[config.mk]
export PLATFORM = sky130hd
export DESIGN_NAME = nibble_serial_addsub
export DESIGN_NICKNAME = d
export VERILOG_FILES = /design/src/rtl/nibble_serial_addsub.sv
export SDC_FILE = /design/constraint.sdc
export NUM_CORES = 1
export LEC_CHECK = 0
export CAP_MARGIN = 20
export CELL_PAD_IN_SITES_DETAIL_PLACEMENT = 1
export CELL_PAD_IN_SITES_GLOBAL_PLACEMENT = 1
export CORE_AREA = 2 2 93 95
export CTS_CLUSTER_SIZE = 28
export DETAILED_ROUTE_END_ITERATION = 8
export DIE_AREA = 0 0 95 97
export GPL_TIMING_DRIVEN = 0
export PLACE_DENSITY_LB_ADDON = 0.15
export SYNTH_ARGS = -nofsm -noshare
export SYNTH_HDL_FRONTEND = slang
export SYNTH_SLANG_ARGS = --single-unit
[constraint.sdc]
create_clock -name clk -period 2.32 [get_ports clk]
set_input_delay 0.232 -clock clk [delete_from_list [all_inputs] [get_ports clk]]
set_output_delay 0.232 -clock clk [all_outputs]
set_load 0.02 [all_outputs]
[src/rtl/nibble_serial_addsub.sv]
// Serial adder/subtractor: WIDTH-bit operands through one 4-bit carry chain, LS nibble first.
// Optional NIBBLE_ADDSUB_SAT_EN: saturate result on signed overflow.
module nibble_serial_addsub #(
  parameter int WIDTH = 16
) (
  input  logic             clk,
  input  logic             rst,
  input  logic             in_valid,
  output logic             in_ready,
  input  logic [WIDTH-1:0] op_a,
  input  logic [WIDTH-1:0] op_b,
  input  logic             sub,
  output logic             out_valid,
  input  logic             out_ready,
  output logic [WIDTH-1:0] result,
  output logic             cout,
  output logic             overflow,
  output logic             busy
);

  localparam int NIB = WIDTH / 4;
  localparam int CW  = (NIB > 1) ? $clog2(NIB) : 1;
  localparam logic [CW-1:0] LAST = CW'(NIB - 1);

  if ((WIDTH % 4) != 0 || WIDTH < 8) begin : g_chk
    $error("nibble_serial_addsub: WIDTH must be a multiple of 4 and >= 8");
  end

  typedef enum logic [1:0] {
    IDLE,
    RUN,
    DONE
  } state_t;

  state_t           state_q;
  logic [WIDTH-1:0] a_q;
  logic [WIDTH-1:0] b_q;
  logic [WIDTH-1:0] acc_q;
  logic [WIDTH-1:0] result_q;
  logic [CW-1:0]    cnt_q;
  logic             carry_q;
  logic             in_ready_q;
  logic             out_valid_q;
  logic             busy_q;
  logic             cout_q;
  logic             ovf_q;

  logic [3:0]       sum_d;
  logic [4:0]       c_d;
  logic [WIDTH-1:0] acc_d;
  logic [WIDTH-1:0] final_d;

  // b_q already holds B inverted for subtract; carry_q seeds the chain
  always_comb begin
    c_d    = '0;
    sum_d  = '0;
    c_d[0] = carry_q;
    for (int i = 0; i < 4; i++) begin
      sum_d[i]  = a_q[i] ^ b_q[i] ^ c_d[i];
      c_d[i+1]  = (a_q[i] & b_q[i]) | (c_d[i] & (a_q[i] ^ b_q[i]));
    end
  end

  assign acc_d = {sum_d, acc_q[WIDTH-1:4]};

`ifdef NIBBLE_ADDSUB_SAT_EN
  // On overflow the true sign follows A's MSB for both add and subtract
  always_comb begin
    final_d = acc_d;
    if (c_d[3] ^ c_d[4]) begin
      final_d = a_q[3] ? {1'b1, {(WIDTH-1){1'b0}}}
                       : {1'b0, {(WIDTH-1){1'b1}}};
    end
  end
`else
  assign final_d = acc_d;
`endif

  always_ff @(posedge clk) begin
    if (rst) begin
      state_q     <= IDLE;
      a_q         <= '0;
      b_q         <= '0;
      acc_q       <= '0;
      result_q    <= '0;
      cnt_q       <= '0;
      carry_q     <= 1'b0;
      in_ready_q  <= 1'b1;
      out_valid_q <= 1'b0;
      busy_q      <= 1'b0;
      cout_q      <= 1'b0;
      ovf_q       <= 1'b0;
    end else begin
      unique case (state_q)
        IDLE: begin
          if (in_valid) begin
            a_q        <= op_a;
            b_q        <= op_b ^ {WIDTH{sub}};
            carry_q    <= sub;
            cnt_q      <= '0;
            state_q    <= RUN;
            in_ready_q <= 1'b0;
            busy_q     <= 1'b1;
          end
        end
        RUN: begin
          a_q     <= a_q >> 4;
          b_q     <= b_q >> 4;
          acc_q   <= acc_d;
          carry_q <= c_d[4];
          cnt_q   <= cnt_q + 1'b1;
          if (cnt_q == LAST) begin
            state_q     <= DONE;
            out_valid_q <= 1'b1;
            result_q    <= final_d;
            cout_q      <= c_d[4];
            ovf_q       <= c_d[3] ^ c_d[4];
          end
        end
        DONE: begin
          if (out_ready) begin
            state_q     <= IDLE;
            out_valid_q <= 1'b0;
            in_ready_q  <= 1'b1;
            busy_q      <= 1'b0;
          end
        end
        default: state_q <= IDLE;
      endcase
    end
  end

  assign in_ready  = in_ready_q;
  assign out_valid = out_valid_q;
  assign busy      = busy_q;
  assign result    = result_q;
  assign cout      = cout_q;
  assign overflow  = ovf_q;

endmodule

# After elaboration in Yosys (flattened, before gate mapping)
# Cells that the tools add are included.
op_classes:
  reduce_logical: 9
  eq_ne: 6
  n_bitwise: 22
  mux: 20
  addsub: 1
ops:
  columns: ["op", "n"]
  rows:
  - ["16-bit one-hot mux with 2 select lines", 2]
  - ["16-bit 2-to-1 mux", 2]
  - ["16-bit bitwise XOR", 1]
  - ["3-bit AND reduction", 3]
  - ["1-bit bitwise XOR", 9]
  - ["1-bit AND", 8]
  - ["2-bit 2-to-1 mux", 4]
  - ["1-bit one-hot mux with 2 select lines", 4]
  - ["1-bit 2-to-1 mux", 6]
  - ["2-bit != test (second input constant)", 3]
  - ["2-bit one-hot mux with 3 select lines", 1]
  - ["2-bit nonzero test", 3]
  - ["2-bit == test (second input constant)", 2]
  - ["1-bit bitwise OR", 4]
  - ["2-bit one-hot mux with 2 select lines", 1]
  - ["2-bit AND reduction", 2]
  - ["2-bit by 1-bit adder with 2-bit output (second input constant)", 1]
  - ["2-bit by 1-bit == test with 1-bit output (second input constant)", 1]
  - ["2-bit zero test", 1]
word_totals:
  output_inout_bits: 21
  inputBits: 37
  register_bits: 74

# Longest topological paths before layout
depth:
  depth_word: 10
  mapped_depth: 10
  ltp_nobuf: 10

# Worst setup path before layout
# OpenSTA, ideal clock, no wires.
synth_path:
  kind: "register to register"
  from: "reg a_q[0]"
  to: "reg acc_q[15]"
  period_less_slack_ps: 2116
  stages_incl_launch_ff: 9
  arrival_ps: 2030
  t_required_ps: 2234
  setup_slack_ps: 204
  path_buffers: 0
  cell_sequence: "dfxtp_1 fa_1 inv_1 fa_1 inv_1 fa_1 inv_1 fa_1 a211oi_1"
synth_between:
  elab_chain_cells: 8
  elab_cells_between_ends: 9
  classes_between: "9 x bitwise"
synth_rtl:
  columns: ["item", "line_no", "source"]
  rows:
  - ["from (decl)", "36", "logic [WIDTH-1:0] a_q;"]
  - ["from (signal assigned)", "97", "a_q <= op_a;"]
  - ["from (signal assigned)", "107", "a_q <= a_q >> 4;"]
  - ["1-bit bitwise XOR", "60", "c_d[i+1] = (a_q[i] & b_q[i]) | (c_d[i] & (a_q[i] ^ b_q[i]));"]
  - ["1-bit AND", "60", null]
  - ["1-bit bitwise OR *", "60", null]
  - ["1-bit AND *", "60", null]
  - ["1-bit bitwise OR *", "60", null]
  - ["1-bit AND *", "60", null]
  - ["1-bit bitwise OR *", "60", null]
  - ["1-bit bitwise XOR *", "59", "sum_d[i] = a_q[i] ^ b_q[i] ^ c_d[i];"]
  - ["to (signal assigned)", "84", "acc_q <= '0;"]
  - ["to (signal assigned)", "109", "acc_q <= acc_d;"]
  - ["to (decl)", "38", "logic [WIDTH-1:0] acc_q;"]
# Mark *: on every way between the ends. The rest lies on a longest branch, timed or not.
# A chain may end at the register's enable or synchronous reset.

# Worst setup path in the final report
layout_path:
  from: "reg carry_q"
  to: "reg acc_q[15]"
layout_between:
  elab_chain_cells: 7
layout_rtl:
  columns: ["item", "line_no", "source"]
  rows:
  - ["from (decl)", "41", "logic carry_q;"]
  - ["from (signal assigned)", "99", "carry_q <= sub;"]
  - ["from (signal assigned)", "110", "carry_q <= c_d[4];"]
  - ["1-bit AND", "60", null]
  - ["1-bit bitwise OR", "60", null]
  - ["1-bit AND", "60", null]
  - ["1-bit bitwise OR", "60", null]
  - ["1-bit AND", "60", null]
  - ["1-bit bitwise OR", "60", null]
  - ["1-bit bitwise XOR", "59", null]
# Every way passes these cells.

==> impl_metrics.json <==
{
  "num_antenna_cells": 0,
  "sequential_area_share_after_synthesis_pct": 45.9,
  "critPathCaptureType": "register",
  "global_route.usage.total_pct": 18.6,
  "yosys_register_bits": 70,
  "largest_net_degree_at_the_start_of_global_routing": 13,
  "synth.net_count": 402,
  "core_area_um2": 8130,
  "routed_wire_length_per_instance_um": 15.0,
  "worstSetupStartpointType": "register",
  "synth.mux.area_fraction_pct": 0.328,
  "synth-edff-count": 0,
  "die_h_um": 97,
  "clock_skew_ps": 8.69,
  "cp_max_fo": 3,
  "via_count": 2731,
  "r2r_start": "carry_q",
  "synthXorXnorAreaFrac_pct": 4.87,
  "wl_um": 8070,
  "hold_start": "rst",
  "worst_hold_path_type": "in -> reg",
  "cp_data_required_time_ps": 2590,
  "yosys.area.top_type_share_pct": 45.9,
  "timing_hold_violations_final": 0,
  "grt_setup_unrepaired": "true",
  "via_count_of_the_first_global_routing_pass": 2761,
  "finalSetupViolations": 0,
  "path_depth_of_the_worst_reg2reg_path": 8,
  "synth.distinct_cells": 33,
  "drt_pre_antenna_iters": 4,
  "syn_area_per_cell_um2": 8.49,
  "post-route-min-period_ps": 2230,
  "num-fill-cells": 952,
  "synth_ff_type": "sky130_fd_sc_hd__dfxtp_1",
  "die_x_um": 95,
  "slew_violations": 0,
  "cts-buffers-inserted": 9,
  "worstSkewPairLatency_ps": 350,
  "areaGrowthSynthToFinish_pct": 31.1,
  "worstPathArrival_ps": 2490,
  "synth.top_cells.by_area": "sky130_fd_sc_hd__dfxtp_1 (46%), sky130_fd_sc_hd__a21oi_1 (8.8%), sky130_fd_sc_hd__nand2_1 (6.4%), sky130_fd_sc_hd__nor2_1 (6.4%), sky130_fd_sc_hd__a221o_1 (4.3%)",
  "total_power_mw": 2.81,
  "remaining_drc_errors": 0,
  "synthDominantAreaCellType": "sky130_fd_sc_hd__dfxtp_1",
  "drtAntennaViolNets": 0,
  "fmax_ghz": 0.449,
  "rows": 33,
  "hold_path_depth": 3,
  "worst_hold_path.endpoint": "carry_q",
  "powerDensity_nw_per_um2": 703,
  "design.portCount": 58,
  "antenna_found_initial": 0,
  "hpwlAfterDp_um": 5920,
  "cts.clk_slew.worst_paths_ps": 70,
  "instances_no_fill": 537,
  "setup.reg_to_reg.worst_slack_ps": 90,
  "cts_max_path_buffers": 2,
  "maxSlewHeadroom_pct": 56.3,
  "worst_r2r_endpoint": "acc_q[15]",
  "cts.root.buffer_cell": "sky130_fd_sc_hd__clkbuf_8",
  "yosys_warnings": 0,
  "dominant_combinational_cell_family_by_area_after_synthesis": "compound AO/OA/AOI/OAI gates",
  "dieArea_um2": 9220,
  "synth_compound_gate_area_share_pct": 22.3,
  "vdd.ir_drop.worst_mv": 0.317,
  "clock_tree.htree_level_count": 3,
  "drive_above_1_share_pct": 14.6,
  "synthSimpleGateAreaFrac_pct": 16.1,
  "synth_adder_area_share_pct": 3.03,
  "asyncSetResetFlopFracSynth_pct": 0,
  "port-buffer-count": 55,
  "initialDrtViolationCount": 83,
  "globalRouteOverflowTotal": 0,
  "starting_density_pct": 37.6,
  "post_synth_inst_count": 360,
  "dp_cells": 520,
  "grt_pass1_wl_um": 13400,
  "synth_area_um2": 3060,
  "numClockSinks": 70,
  "cts_tree": "done",
  "globalplace.congestion": 0.775,
  "timing_worst_setup_path_type": "reg -> reg",
  "worst-slew-pin-transition_ps": 656,
  "max-cap-violations": 0,
  "static-leakage-power_nw": 1.50,
  "finish.net_count": 469,
  "vias_per_cell": 5.09,
  "run_status": "complete, no violations",
  "final_min_period_over_clock_period_pct": 96.0
}
-- worst max-delay path, stage by stage (launching register included) --
cell and delay, ps:
sky130_fd_sc_hd__dfxtp_2 340, sky130_fd_sc_hd__fa_2 390, sky130_fd_sc_hd__inv_2 60, sky130_fd_sc_hd__fa_2 180, sky130_fd_sc_hd__inv_2 40, sky130_fd_sc_hd__fa_2 390, sky130_fd_sc_hd__inv_2 80, sky130_fd_sc_hd__fa_2 460
sky130_fd_sc_hd__a211oi_2 220
-- state kept, by name, indices dropped and copies added, names as in the netlist, 2 cells and up --
register  cells
a_q          16
acc_q        12
b_q          16
cnt_q         2
result       16
state_q       2
-- cells by family (layout without fill, tap and decap cells) --
kind of cell / count (synthesis) / after routing
AND/OR/NAND/NOR: 117 / 117
AO/OA/AOI/OAI: 100 / 100
flip-flops: 70 / 70
buffers and inverters: 50 / 122
XOR/XNOR: 17 / 17
adder cells (fa/ha/maj): 5 / 5
multiplexers: 1 / 1
-- placed cells by master, fill, tap and decap left out, types with 2 or more instances in the layout --
cell type / netlist / routed
sky130_fd_sc_hd__o221a_2: 11 / 11
sky130_fd_sc_hd__clkdlybuf4s50_1: 0 / 55
sky130_fd_sc_hd__inv_1: 21 / 18
sky130_fd_sc_hd__clkbuf_1: 9 / 10
sky130_fd_sc_hd__clkinvlp_4: 0 / 3
sky130_fd_sc_hd__a221o_1: 13 / 13
sky130_fd_sc_hd__nand2_1: 52 / 52
sky130_fd_sc_hd__a21oi_1: 54 / 53
sky130_fd_sc_hd__buf_2: 14 / 14
sky130_fd_sc_hd__nor2b_1: 4 / 4
sky130_fd_sc_hd__clkbuf_8: 0 / 10
sky130_fd_sc_hd__xor2_1: 4 / 4
sky130_fd_sc_hd__buf_6: 2 / 2
sky130_fd_sc_hd__bufinv_16: 0 / 2
sky130_fd_sc_hd__a211oi_1: 5 / 3
sky130_fd_sc_hd__o21bai_1: 2 / 2
sky130_fd_sc_hd__fa_2: 0 / 4
sky130_fd_sc_hd__buf_4: 2 / 3
sky130_fd_sc_hd__nand2b_1: 2 / 2
sky130_fd_sc_hd__buf_1: 2 / 2
sky130_fd_sc_hd__a211oi_2: 0 / 2
sky130_fd_sc_hd__nor2_1: 52 / 52
sky130_fd_sc_hd__o21ai_0: 3 / 3
sky130_fd_sc_hd__a22oi_1: 9 / 9
sky130_fd_sc_hd__xnor2_1: 13 / 12
sky130_fd_sc_hd__inv_2: 0 / 3
sky130_fd_sc_hd__dfxtp_1: 70 / 67
sky130_fd_sc_hd__dfxtp_2: 0 / 2
-- area by class of cell --
type | instances | area (µm²) | area share [%]
multi-input cells | 240 | 1460 | 36.4
inverters | 21 | 78.8 | 1.97
plain buffers | 29 | 149 | 3.72
repair buffers | 56 | 558 | 13.9
clock buffers | 11 | 141 | 3.53
flip-flops and latches | 70 | 1410 | 35.1
clock inverters | 5 | 82.6 | 2.06
well taps | 105 | 131 | 3.28
-- where the power goes --
part	total, mW	leakage (nW)	internal (mW)	switching [mW]
registers	1.32	0.574	1.27	0.0495
logic	0.388	0.824	0.193	0.195
clock network	1.11	0.102	0.635	0.474
total	2.81	1.50	2.10	0.718
-- cell usage after synthesis, drive strengths merged, types with 4 or more instances --
master	count
xor2	4
inv	21
clkbuf	9
o221a	11
dfxtp	70
nor2b	4
fa	4
a21oi	54
a211oi	5
xnor2	13
a221o	13
a22oi	9
nor2	52
buf	20
nand2	52
-- metrics by stage --
step / util (%) / worst slack [ps] / hold WS [ps] / setup TNS, ps / cell area (µm²)
6_report: 49.3 / 92.4 / 173 / 0 / 4010
3_3_place_gp: 45.9 / 88.4 / 439 / 0 / 3740
2_1_floorplan: - / 204 / 380 / 0 / 3060
4_1_cts: 48.7 / 0.766 / 167 / 0 / 3960
3_5_place_dp: 45.9 / 24.3 / 448 / 0 / 3740
5_1_grt: 49.3 / -3.26 / 172 / -3.26 / 4010
-- timing repair --
item / 4_1_cts / 5_1_grt
setup buffers: 0 / 1
resized for setup: 0 / 15
hold buffers: 0 / 0
endpoints found under the setup margin: 0 / 4
-- per-layer routing --
metal	part of all wire, %	wire, µm	up-vias	GRT usage, %
met5	0	0	-	0
li1	-	-	1351	-
met2	49	3930	62	30.5
met3	3.4	277	21	4.13
met1	45	3630	1297	23.2
met4	3.0	244	0	8.14
-- worst max path at each step --
stage          cells after the start    start         end  slack (ps)
6_report                           8  carry_q   acc_q[15]          90
5_1_grt                            8  carry_q   acc_q[15]          -3
4_1_cts                            8   a_q[0]   acc_q[15]         0.8
3_5_place_dp                       8   a_q[0]   acc_q[15]          20
3_3_place_gp                       8   a_q[0]  result[15]          90
2_1_floorplan                      8   a_q[0]   acc_q[15]         200
Power figures use the tool's default switching activity.
